<file path="config.mk">
export PLATFORM = sky130hd
export DESIGN_NAME = alu_issue_decoder
export DESIGN_NICKNAME = d
export VERILOG_FILES = /design/src/rtl/alu_issue_decoder.sv
export SDC_FILE = /design/constraint.sdc
export NUM_CORES = 1
export LEC_CHECK = 0
export BUFFER_PORTS_ARGS = -buffer_cell sky130_fd_sc_hd__buf_2
export CORE_ASPECT_RATIO = 0.75
export CORE_MARGIN = 10
export CORE_UTILIZATION = 35
export CTS_BUF_LIST = sky130_fd_sc_hd__clkbuf_4
export DETAILED_ROUTE_END_ITERATION = 8
export HOLD_SLACK_MARGIN = 0.02
export PLACE_DENSITY = 0.61
export SETUP_SLACK_MARGIN = 0.15
export SLEW_MARGIN = 20
export SYNTH_ARGS = -nofsm -noshare
export SYNTH_HDL_FRONTEND = slang
export SYNTH_SLANG_ARGS = --single-unit
</file>
<file path="constraint.sdc">
create_clock -name clk -period 3.25 [get_ports clk]
set_clock_uncertainty 0.15 [all_clocks]
set_input_delay 0.4875 -clock clk [delete_from_list [all_inputs] [get_ports clk]]
set_output_delay 0.4875 -clock clk [all_outputs]
set_load 0.01 [all_outputs]
</file>
<file path="src/rtl/alu_issue_decoder.sv">
// RV64I integer-ALU decode/issue stage with a main entry plus one skid entry.
// Define ALU_ISSUE_DECODER_STATS_EN to build the decoded/illegal instruction counters.
package def_pkg;
  typedef enum logic [3:0] {
    ALU_ADD, ALU_SUB, ALU_SLL, ALU_SLT, ALU_SLTU,
    ALU_XOR, ALU_SRL, ALU_SRA, ALU_OR, ALU_AND
  } alu_op_t;

  typedef enum logic {ALU_OP_64 = 1'b0, ALU_OP_32 = 1'b1} alu_width_t;

  typedef struct packed {
    alu_op_t    alu_op;
    alu_width_t alu_width;
  } alu_control_packet_t;

  typedef struct packed {
    alu_control_packet_t ctrl;
    logic [63:0]         op1;
    logic [63:0]         op2;
    logic [4:0]          rd;
    logic                rd_we;
    logic                illegal;
  } issue_pkt_t;
endpackage

module alu_issue_decoder
  import def_pkg::*;
#(
  parameter int XLEN = 64
) (
  input  logic                clk,
  input  logic                rst_n,
  input  logic                flush,
  input  logic                in_valid,
  output logic                in_ready,
  input  logic [31:0]         in_inst,
  input  logic [XLEN-1:0]     in_pc,
  input  logic [XLEN-1:0]     rs1_data,
  input  logic [XLEN-1:0]     rs2_data,
  output logic                out_valid,
  input  logic                out_ready,
  output alu_control_packet_t out_alu_control,
  output logic [XLEN-1:0]     out_operand_1,
  output logic [XLEN-1:0]     out_operand_2,
  output logic [4:0]          out_rd,
  output logic                out_rd_we,
  output logic                out_illegal,
  output logic [31:0]         stat_decoded,
  output logic [31:0]         stat_illegal
);

  localparam logic [6:0] OPC_OP        = 7'b0110011;
  localparam logic [6:0] OPC_OP_32     = 7'b0111011;
  localparam logic [6:0] OPC_OP_IMM    = 7'b0010011;
  localparam logic [6:0] OPC_OP_IMM_32 = 7'b0011011;
  localparam logic [6:0] OPC_LUI       = 7'b0110111;
  localparam logic [6:0] OPC_AUIPC     = 7'b0010111;

  logic [6:0]  opcode;
  logic [2:0]  funct3;
  logic [6:0]  funct7;
  logic [63:0] imm_i;
  logic [63:0] imm_u;
  logic        legal;
  alu_op_t     dec_op;
  alu_width_t  dec_width;
  logic [63:0] dec_op1;
  logic [63:0] dec_op2;
  issue_pkt_t  dec_pkt;
  issue_pkt_t  main_pkt;
  issue_pkt_t  skid_pkt;
  logic        main_valid;
  logic        skid_valid;
  logic        accept;

  assign opcode = in_inst[6:0];
  assign funct3 = in_inst[14:12];
  assign funct7 = in_inst[31:25];
  assign imm_i  = {{52{in_inst[31]}}, in_inst[31:20]};
  assign imm_u  = {{32{in_inst[31]}}, in_inst[31:12], 12'b0};

  always_comb begin
    legal     = 1'b1;
    dec_op    = ALU_ADD;
    dec_width = ALU_OP_64;
    dec_op1   = rs1_data;
    dec_op2   = rs2_data;
    case (opcode)
      OPC_OP: begin
        if (funct7 == 7'h00) begin
          case (funct3)
            3'd0: dec_op = ALU_ADD;
            3'd1: dec_op = ALU_SLL;
            3'd2: dec_op = ALU_SLT;
            3'd3: dec_op = ALU_SLTU;
            3'd4: dec_op = ALU_XOR;
            3'd5: dec_op = ALU_SRL;
            3'd6: dec_op = ALU_OR;
            default: dec_op = ALU_AND;
          endcase
        end else if (funct7 == 7'h20 && funct3 == 3'd0) dec_op = ALU_SUB;
        else if (funct7 == 7'h20 && funct3 == 3'd5) dec_op = ALU_SRA;
        else legal = 1'b0;
      end
      OPC_OP_32: begin
        dec_width = ALU_OP_32;
        if (funct7 == 7'h00 && funct3 == 3'd0) dec_op = ALU_ADD;
        else if (funct7 == 7'h00 && funct3 == 3'd1) dec_op = ALU_SLL;
        else if (funct7 == 7'h00 && funct3 == 3'd5) dec_op = ALU_SRL;
        else if (funct7 == 7'h20 && funct3 == 3'd0) dec_op = ALU_SUB;
        else if (funct7 == 7'h20 && funct3 == 3'd5) dec_op = ALU_SRA;
        else legal = 1'b0;
      end
      OPC_OP_IMM: begin
        dec_op2 = imm_i;
        case (funct3)
          3'd0: dec_op = ALU_ADD;
          3'd2: dec_op = ALU_SLT;
          3'd3: dec_op = ALU_SLTU;
          3'd4: dec_op = ALU_XOR;
          3'd6: dec_op = ALU_OR;
          3'd7: dec_op = ALU_AND;
          default: begin
            // 64-bit shifts: bit 25 belongs to shamt, so only inst[31:26] qualifies the op
            dec_op2 = {58'd0, in_inst[25:20]};
            if (in_inst[31:26] == 6'b000000) dec_op = (funct3 == 3'd1) ? ALU_SLL : ALU_SRL;
            else if (in_inst[31:26] == 6'b010000 && funct3 == 3'd5) dec_op = ALU_SRA;
            else legal = 1'b0;
          end
        endcase
      end
      OPC_OP_IMM_32: begin
        dec_width = ALU_OP_32;
        dec_op2   = imm_i;
        if (funct3 == 3'd0) dec_op = ALU_ADD;
        else if (funct3 == 3'd1 || funct3 == 3'd5) begin
          dec_op2 = {59'd0, in_inst[24:20]};
          if (funct7 == 7'h00) dec_op = (funct3 == 3'd1) ? ALU_SLL : ALU_SRL;
          else if (funct7 == 7'h20 && funct3 == 3'd5) dec_op = ALU_SRA;
          else legal = 1'b0;
        end else legal = 1'b0;
      end
      OPC_LUI: begin
        dec_op1 = '0;
        dec_op2 = imm_u;
      end
      OPC_AUIPC: begin
        dec_op1 = in_pc;
        dec_op2 = imm_u;
      end
      default: legal = 1'b0;
    endcase
  end

  always_comb begin
    dec_pkt                = '0;
    dec_pkt.rd             = in_inst[11:7];
    dec_pkt.illegal        = !legal;
    dec_pkt.ctrl.alu_op    = ALU_ADD;
    dec_pkt.ctrl.alu_width = ALU_OP_64;
    if (legal) begin
      dec_pkt.ctrl.alu_op    = dec_op;
      dec_pkt.ctrl.alu_width = dec_width;
      dec_pkt.op1            = dec_op1;
      dec_pkt.op2            = dec_op2;
      dec_pkt.rd_we          = (in_inst[11:7] != 5'd0);
    end
  end

  assign in_ready = !skid_valid;
  assign accept   = in_valid && in_ready;

  // Skid only fills while main is held, so an empty main implies an empty skid
  always_ff @(posedge clk) begin
    if (!rst_n) begin
      main_valid <= 1'b0;
      skid_valid <= 1'b0;
      main_pkt   <= '0;
      skid_pkt   <= '0;
    end else if (flush) begin
      main_valid <= 1'b0;
      skid_valid <= 1'b0;
    end else if (!main_valid || out_ready) begin
      if (skid_valid) begin
        main_pkt   <= skid_pkt;
        main_valid <= 1'b1;
        skid_valid <= 1'b0;
      end else begin
        main_valid <= accept;
        if (accept) main_pkt <= dec_pkt;
      end
    end else if (accept) begin
      skid_pkt   <= dec_pkt;
      skid_valid <= 1'b1;
    end
  end

  assign out_valid       = main_valid;
  assign out_alu_control = main_pkt.ctrl;
  assign out_operand_1   = main_pkt.op1;
  assign out_operand_2   = main_pkt.op2;
  assign out_rd          = main_pkt.rd;
  assign out_rd_we       = main_pkt.rd_we;
  assign out_illegal     = main_pkt.illegal;

`ifdef ALU_ISSUE_DECODER_STATS_EN
  logic [31:0] decoded_cnt;
  logic [31:0] illegal_cnt;

  always_ff @(posedge clk) begin
    if (!rst_n) begin
      decoded_cnt <= '0;
      illegal_cnt <= '0;
    end else if (accept && !flush) begin
      decoded_cnt <= decoded_cnt + 32'd1;
      if (dec_pkt.illegal) illegal_cnt <= illegal_cnt + 32'd1;
    end
  end

  assign stat_decoded = decoded_cnt;
  assign stat_illegal = illegal_cnt;
`else
  assign stat_decoded = '0;
  assign stat_illegal = '0;
`endif

endmodule

</file>
==> impl_results.md <==
* Maxcap violations at 0
* CTS tree: built
* Placed cell count at 2575
* Power per cell area at 418 nW/um^2
* Fmax at 362 MHz
* Most area-hungry cell type in the Yosys netlist: dfxtp_1
* CTS clk-pin slew, worst paths at 70 ps
* Clock Latency Late Sink at 710 ps
* Worst Path Required at 2610 ps
* Worst VDD drop at 0.266 mV
* Worst Max-Slew Pin Slew at 880 ps
* Critical path peak fanout at 41
* Layout fillers at 3957
* Met1 usage at 27.0%
* Synthesis warning total at 0
* Die height at 195 microns
* Post-synthesis instance area at 14300 sq um
* Core area at 39900 sq um
* Area Growth Syn to Fin at 27.3%
* Final number of setup-violating endpoints at 0
* DR iter-0 viols at 1029
* Top post-synthesis cells by area: dfxtp_1, nand2_1, o21ai_0
* Largest net degree at the start of global routing at 85
* Dpl hpwl at 35900 microns
* Max-Slew Margin vs Limit at 41.3%
* # rows at 63
* LEAKAGE at 7.62 nW
* H-Tree Level Count at 3
* Core Util, Final at 45.6%
* RSZ-0062 raised after global routing: false
* Clock Path Buffers at 3
* First-pass GRT wire length at 82200 microns
* Busiest grt layer: met2
* Critical path class: reg -> out
* Die area at 49400 sq um
* CTS root buffer: clkbuf_4
* Final WS setup at 485 ps
* Grt ovf at 0
* Post-synth EDFFs at 0
* Overall routing resource usage at 20.5%
* Final Cell Area at 18200 sq um
* Max stage delay on crit path at 380 ps
* Placement Setup Slack at 189 ps
* Met2 Use GR at 32.0%
* Via count at 15.0k
* Final nets at 2466
* Mapped Cells at 1829
* Setup TNS at 0 ps
* Hold-fix buffers, CTS at 103
* DRT antenna net count at 0
* Period Utilization, post-route at 85.1%
* Yosys reg bits at 282
* Top cells by instance count after synthesis: nand2_1, dfxtp_1, o21ai_0, clkbuf_1, nand2b_1
* Overall power at 7.60 mW
* Initial antenna violation count at 5
* # resized after CTS at 0
* WL final at 53600 microns
* Outcome: finished, final reports clean
* Hold Path Class: in -> reg
* Slew Viols, Final at 0
* # DRC at 0
* Layout cells sized above 1 at 27.2%
* Most common cell in the synthesized netlist: nand2_1
* Final GP Congestion at 0.861
* Grt met3 use at 5.29%
* Critical-path cell list: buf_4 > inv_1 > buf_2
* Startpoint Class: flop
* Number of port buffers at 370
* FFs w/ async S/R, synth at 0%
* Final hold vios at 0
* Netlist cell types at 57
* Sequential fraction of the synthesis area at 39.5%
* Worst Path Arrival at 2130 ps
* Wirelength per Cell at 19.0 microns
* Post-placement cell area at 16200 sq um
* Die width at 253 microns
* Layout Cells excl Fill at 2818
* Fin Hold WS at 109 ps
* Worst Setup End Kind: primary output
* Synth top area share at 39.5%
* Clk sink count at 282
* Avg Inst Size Synth at 7.81 sq um
* CTS buffer count at 77
* Synth Flop Type: dfxtp_1
* Drt first pass iters at 7
* Postcts setup bufs at 0
* Number of global-route vias before repair at 14.4k
* Initial Util at 35.8%
* Max stage delay cell, worst path: dfxtp_4
* DR vias/cell at 5.31
* Num ports at 435
* Final min period at 2760 ps
==> placed cells by master, fill, tap and decap left out, types with 5 or more instances in the layout <==
cell type / Yosys / final
a32o_1: 8 / 7
dfxtp_1: 282 / 281
o2bb2ai_1: 34 / 34
mux2i_1: 6 / 6
clkbuf_4: 0 / 106
o21ai_0: 242 / 242
o2111ai_1: 65 / 65
nand3_1: 71 / 71
a22o_1: 6 / 6
and3_1: 20 / 20
inv_1: 5 / 5
nor4b_1: 5 / 5
o211a_1: 7 / 7
dlygate4sd3_1: 0 / 103
conb_1: 1 / 64
nand2_1: 388 / 387
a21oi_2: 50 / 50
nor2_1: 30 / 29
a21o_1: 6 / 6
a21boi_0: 6 / 6
o211ai_1: 66 / 66
clkinv_1: 0 / 20
nor3_1: 7 / 6
buf_2: 14 / 370
a21oi_1: 31 / 31
a31o_2: 14 / 13
buf_12: 0 / 7
o21ai_1: 10 / 10
buf_4: 70 / 34
o21ai_2: 10 / 10
nand2b_1: 134 / 133
a31oi_1: 30 / 30
==> sequential cells by signal (all words and copies together), names as in the netlist <==
name,flops
out_operand_2,64
skid_valid,1
out_operand_1,64
out_rd_we,1
out_alu_control,5
out_valid,1
skid_pkt,140
out_illegal,1
out_rd,5
==> per-layer routing <==
metal  share of wire (%)  wire length [microns]
met1                  44                  23700
met2                  46                  24700
met3                 7.5                   4000
met4                 2.1                   1150
met5               0.028                     15
==> cell families (layout without fill, tap and decap cells) <==
logic type      Yosys count  in the layout  share of synthesized area, %
flops                   282            282                          39.5
mux                       6              6                         0.420
buf+inv                 253            655                          9.14
xor+xnor                  2              2                         0.123
compound gates          600            600                          28.4
other cells               1             68                        0.0263
simple gates            685            685                          22.3
==> power by group <==
group	internal, mW	switching [mW]	total [mW]
clock network	1.52	1.56	3.08
registers	3.51	0.0317	3.54
logic	0.386	0.591	0.977
==> critical path: cells and delay by family, from the launching register on <==
family | cells | cell delay [ps]
flip-flops | 1 | 380
buffers and inverters | 3 | 1010
==> area by class of cell <==
type	count	area, sq um	area share [%]
tap	520	651	3.58
timing repair buffer	514	3280	18.0
multi-input combinational	1357	7650	42.1
clock buffer	106	796	4.38
inverter	5	18.8	0.103
sequential	282	5650	31.1
clock inverter	30	128	0.702
antenna	4	10.0	0.0551
==> path summary, 6_finish.rpt <==
path,start,endpoint,slack (ps),cells past startpoint
worst max-delay path,skid_valid,in_ready,490,3
worst min-delay path,in_pc[30],skid_pkt[101],110,5
worst max register to register,skid_valid,skid_pkt[32],990,6
worst min register to register,skid_pkt[99],skid_pkt[99],280,2
Note: power is estimated with default switching activity, not from simulation.
